$ cat config.mk
export PLATFORM = sky130hd
export DESIGN_NAME = sp_subtractor
export DESIGN_NICKNAME = d
export VERILOG_FILES = /design/src/rtl/cpu_pkg.sv /design/src/rtl/sp_subtractor.sv
export SDC_FILE = /design/constraint.sdc
export NUM_CORES = 1
export LEC_CHECK = 0
export CAP_MARGIN = 15
export CORE_AREA = 2 2 47 49
export CTS_CLUSTER_DIAMETER = 150
export DETAILED_ROUTE_END_ITERATION = 12
export DIE_AREA = 0 0 49 51
export PLACE_DENSITY = 0.76
export SLEW_MARGIN = 20
export SYNTH_ARGS = -nofsm -noshare
export SYNTH_HDL_FRONTEND = slang
export SYNTH_SLANG_ARGS = --single-unit
$ cat constraint.sdc
create_clock -name clk -period 0.8 [get_ports clk]
set_input_delay 0.24 -clock clk [delete_from_list [all_inputs] [get_ports clk]]
set_output_delay 0.24 -clock clk [all_outputs]
set_load 0.02 [all_outputs]
$ cat src/rtl/cpu_pkg.sv
// Shared CPU control-path constants used by the stack-pointer datapath blocks.
package cpu_pkg;

    // Native data / stack-pointer width of the CPU.
    localparam int DATA_W = 16;

    // Value the stack pointer takes on reset.
    // Shared with the stack-pointer register so both agree on the start point.
    localparam logic [DATA_W-1:0] SP_RESET_VAL = '0;

endpackage

$ cat src/rtl/sp_subtractor.sv
// Registered stack-pointer decrement stage.
// When jump_enable is high, the block presents input_stack - STEP one cycle later.
// Otherwise it passes input_stack through one cycle later.
// It also flags a decrement that lands below SP_FLOOR or wraps past zero.
module sp_subtractor
    import cpu_pkg::*;
#(
    parameter int              W        = DATA_W,
    parameter int unsigned     STEP     = 1,
    parameter logic [W-1:0]    SP_RESET = W'(SP_RESET_VAL),
    parameter logic [W-1:0]    SP_FLOOR = '0
) (
    input  logic         clk,
    input  logic         rst_n,
    input  logic [W-1:0] input_stack,
    input  logic         jump_enable,
    output logic [W-1:0] output_stack,
    output logic         underflow
);

    // The underflow threshold is held one bit wider than the stack pointer.
    // This keeps SP_FLOOR + STEP from overflowing when the floor sits near the top of the range.
    localparam logic [W-1:0] STEP_W     = W'(STEP);
    localparam logic [W:0]   UFL_LIMIT  = {1'b0, SP_FLOOR} + {1'b0, STEP_W};

    logic [W-1:0] next_stack;
    logic         next_underflow;

    // Select between the wrapped decrement and the pass-through value.
    // Underflow is raised only on a decrement whose input sits below the floor plus one step.
    always_comb begin
        next_stack     = input_stack;
        next_underflow = 1'b0;
        if (jump_enable) begin
            next_stack     = input_stack - STEP_W;
            next_underflow = ({1'b0, input_stack} < UFL_LIMIT);
        end
    end

    // Output register.
    // It clears asynchronously on reset and otherwise takes a fresh result on every rising edge.
    always_ff @(posedge clk or negedge rst_n) begin
        if (!rst_n) begin
            output_stack <= SP_RESET;
            underflow    <= 1'b0;
        end else begin
            output_stack <= next_stack;
            underflow    <= next_underflow;
        end
    end

endmodule

Word-level counts from Yosys, hierarchy flattened

Index checks and enable logic that the tools add are counted.
Widths: inputs -> output; s select.

Add/subtract/negate cells: 1
Magnitude comparators: 1
Muxes and demuxes: 2

Operator list:

| operator              | number |
|---|---|
| $lt 16x1->1 const B   | 1 |
| $mux 16               | 1 |
| $sub 16x1->16 const B | 1 |
| $mux 1                | 1 |

Register bits: 17
Bits of input ports: 19
Output and inout port bits: 17
Logic and storage cells: 6

Logic depth before layout (Yosys ltp)

Depth after elaboration: 2
Mapped depth: 5
Depth with buffers taken out: 5

Worst setup path before layout

No wires, ideal clock.

Kind: input port to flip-flop
Start: in input_stack[4]
End: reg output_stack[15]
Library setup time: 0.123 ns
Arrival: 1.325 ns
Data required time: 0.677 ns
Slack: -0.647 ns
Stages: 5
Buffers on the path: 1
Cell sequence: nor4b_4 -> and3_1 -> buf_2 -> or3b_1 -> xnor2_1

Word-level cells in the longest chain between the ends: 2

Ends and longest elaborated chain:

| what                 | line                | RTL |
|---|---|---|
| from (decl)          | sp_subtractor.sv:15 | `input logic [W-1:0] input_stack,` |
| $sub 16x1->16        | sp_subtractor.sv:35 | `next_stack = input_stack - STEP_W;` |
| $mux 16              | sp_subtractor.sv:34 | `if (jump_enable) begin` |
| via next_stack[15]   | sp_subtractor.sv:26 | `logic [W-1:0] next_stack;` |
| to (signal assigned) | sp_subtractor.sv:47 | `output_stack <= next_stack;` |
| to (decl)            | sp_subtractor.sv:17 | `output logic [W-1:0] output_stack,` |

The timed path passes the listed nets, and every way through them passes these cells.

Worst setup path after layout

Start: in input_stack[3]
End: reg output_stack[15]

Same word-level chain as after synthesis.

==> results.py <==
metrics = {
    "timing": {
        "slew_viol_final": 0,
        "setup_viol": 30,
        "finalHoldViolCount": 0,
        "relSlewSlack": 0.831,
        "tightest_slew_ps": 250,
        "fin_setup_tns_ps": -6950,
        "fin_crit_ps": 1200,
        "whs_ps": 254,
        "fmax_mhz": 837,
        "timing.final.ws_setup_ps": -395,
        "post-route-period-util": 1.49,
        "rsz0062_at_grt": "true",
    },
    "min_path": {
        "hold_class": "primary input to register",
        "hold_start": "input_stack[3]",
        "whs_endpoint": "output_stack[3]",
        "hold_path_depth": 3,
    },
    "place": {
        "port-buffer-count": 35,
        "gp_congestion": 0.678,
        "place_inst": 143,
        "place_hpwl_um": 1360,
        "placed_area_mm2": 0.00133,
    },
    "finish": {
        "layout-drive-gt1-share": 0.556,
        "regArea_um2": 425,
        "syn2layout_area_growth_pct": 101,
        "multi_input_area_um2": 402,
        "n_antenna_cell": 0,
        "layout.cells.non_filler": 152,
        "fillers": 155,
        "final_area_mm2": 0.00148,
        "nets": 145,
    },
    "status": {
        "violations": "negative setup slack",
        "status": "finished with violations",
    },
    "logic_synthesis": {
        "ys_types": 17,
        "synthMuxAreaShare": 0,
        "synth_adder_area_share": 0.0170,
        "synthXorXnorAreaFrac": 0.167,
        "synthSimpleGateAreaFrac": 0.213,
        "synth_top_family_by_area": "simple AND/OR/NAND/NOR gates",
        "ys.warnings.count": 0,
        "synth_compound_area_frac": 0.00681,
        "syn_avg_cell_area_um2": 11.8,
        "synth.cell_area_um2": 734,
        "ys_ff_latch": 17,
        "synth_nets": 82,
        "synth_cells": 62,
        "ys_seq_area_frac": 0.579,
    },
    "drt": {
        "routed_wl_um": 1950,
        "wl_per_cell_um": 12.8,
        "vias": 672,
        "drtPass1Iterations": 4,
        "via_per_inst": 4.42,
        "antenna_left": 0,
        "dr.first_iter.drc_count": 6,
        "drc": 0,
    },
    "cts": {
        "htree_num_levels": 1,
        "root_buffer": "clkbuf_4",
        "cts_made_buffers": 3,
        "cts_sinks": 17,
        "ctsLongestPathBuffers": 2,
        "cts_tree": "done",
        "path_clk_slew_ps": 90,
    },
    "setup_path": {
        "crit_required_ps": 980,
        "timing.critical_path.from_type": "primary input",
        "cp_slowest_cell": "or3b_1",
        "crit_path_cell_trace": "buf_8, nor4b_4, and3_1, or3b_1, xnor2_1",
        "cp.arrival_ps": 1370,
        "worstSetupEndpointType": "register",
        "slowest_delay_ps": 370,
        "crit_fanout": 2,
        "critical-path-top-delay-family": "simple AND/OR/NAND/NOR gates",
        "path_buf_inv": 1,
        "worst-setup-path-type": "primary input to register",
    },
    "floorplanning": {
        "io_pins": 36,
        "chipWidth_um": 49,
        "die_h_um": 51,
        "coreArea_mm2": 0.00206,
        "start_util": 0.356,
        "die_area_mm2": 0.00250,
        "rows": 17,
    },
    "power": {
        "total_power_w": 0.00190,
        "p_leak_nw": 0.673,
        "ir_drop_mv": 0.947,
        "power_density_mw_per_mm2": 1290,
    },
    "global_route": {
        "grt_max_degree": 18,
        "use_met2": 0.326,
        "grt.total_usage": 0.167,
        "grt_first_pass_wirelength_um": 3100,
        "grt_pass1_vias": 677,
        "grt.busiest_layer": "met2",
        "use_met3": 0.0380,
        "antenna_found_initial": 0,
        "overflow": 0,
        "grt_use_met1": 0.176,
    },
    "job": {
        "maxCapViolCount": 0,
    },
}
logic make-up (layout without fill, tap and decap cells):
logic type / count (synthesis) / in the layout
compound gates: 1 / 1
xor+xnor: 14 / 14
fa+ha+maj: 1 / 1
buf+inv: 3 / 65
flops: 17 / 17
simple gates: 26 / 26
layout make-up:
cell class,instances,area share
Timing Repair Buffer,59,0.382
Sequential cell,17,0.288
Multi-Input combinational cell,42,0.272
Tap cell,28,0.0237
Clock buffer,4,0.0178
Inverter,2,0.0169
Yosys cell counts (all sizes together):
library cell   n  area share
nor4bb         1       0.014
nor3b          1       0.010
buf            1      0.0068
nand3b         3       0.031
inv            2       0.010
nand2          6       0.031
xor2           7       0.083
nor4           3       0.026
ha             1       0.017
nor4b          1       0.032
a21oi          1      0.0068
and3           1      0.0085
dfrtp         17        0.58
xnor2          7       0.083
nor2           7       0.036
nand3          2       0.014
or3b           1       0.012
state kept, by name, summed over array words and instances (netlist names):
| signal | cells |
|---|---|
| output_stack | 16 |
| underflow | 1 |
how the worst max path moves through the flow:
stage / from / endpoint / slack [ps] / cells after the start
global placement: jump_enable / output_stack[12] / -1100 / 5
detailed placement: jump_enable / output_stack[15] / -1120 / 5
finish: input_stack[3] / output_stack[15] / -400 / 5
CTS: input_stack[3] / output_stack[15] / -370 / 5
global route: input_stack[3] / output_stack[15] / -400 / 5
floorplan: input_stack[4] / output_stack[15] / -650 / 5
repair_timing:
item                                    CTS  global route
pin swaps                                18             4
cloned                                    0             0
resized for setup                       167             6
buffers inserted                          6             2
hold buffers                              0             0
endpoints found under the setup margin   34            30
metrics by stage:
stage / utilization / worst slack, ps
after CTS: 0.702 / -366
after global routing: 0.716 / -399
final: 0.716 / -395
after floorplan: - / -647
after global placement: 0.643 / -1100
after detailed placement: 0.643 / -1120
tightest hold or removal path: stages:
cell     delay [ps]
buf_8            80
buf_4           120
xnor2_1          70
power by group:
group	leakage (nW)	switching [W]	internal, W	total, W
registers	0.200	0.0000243	0.000909	0.000934
clock network	0.0150	0.000251	0.000194	0.000444
logic	0.458	0.000232	0.000291	0.000523
total	0.673	0.000507	0.00139	0.00190
per-layer routing:
metal	wire length (um)	vias up
li1	-	329
met1	754	322
met2	1110	19
met3	70	2
met4	15	0
met5	0	-
layout by cell type (no fill, tap or decap), drive strengths merged:
cell	instances
nor3b	1
inv	2
or3b	1
a21oi	1
nand3b	3
dfrtp	17
nand2	6
clkdlybuf4s15	1
xor2	7
ha	1
nor4	3
dlygate4sd2	5
buf	50
and3	1
xnor2	7
clkdlybuf4s50	3
nor4b	1
clkbuf	4
nand3	2
nor4bb	1
nor2	7
(Power assumes the default switching activity.)
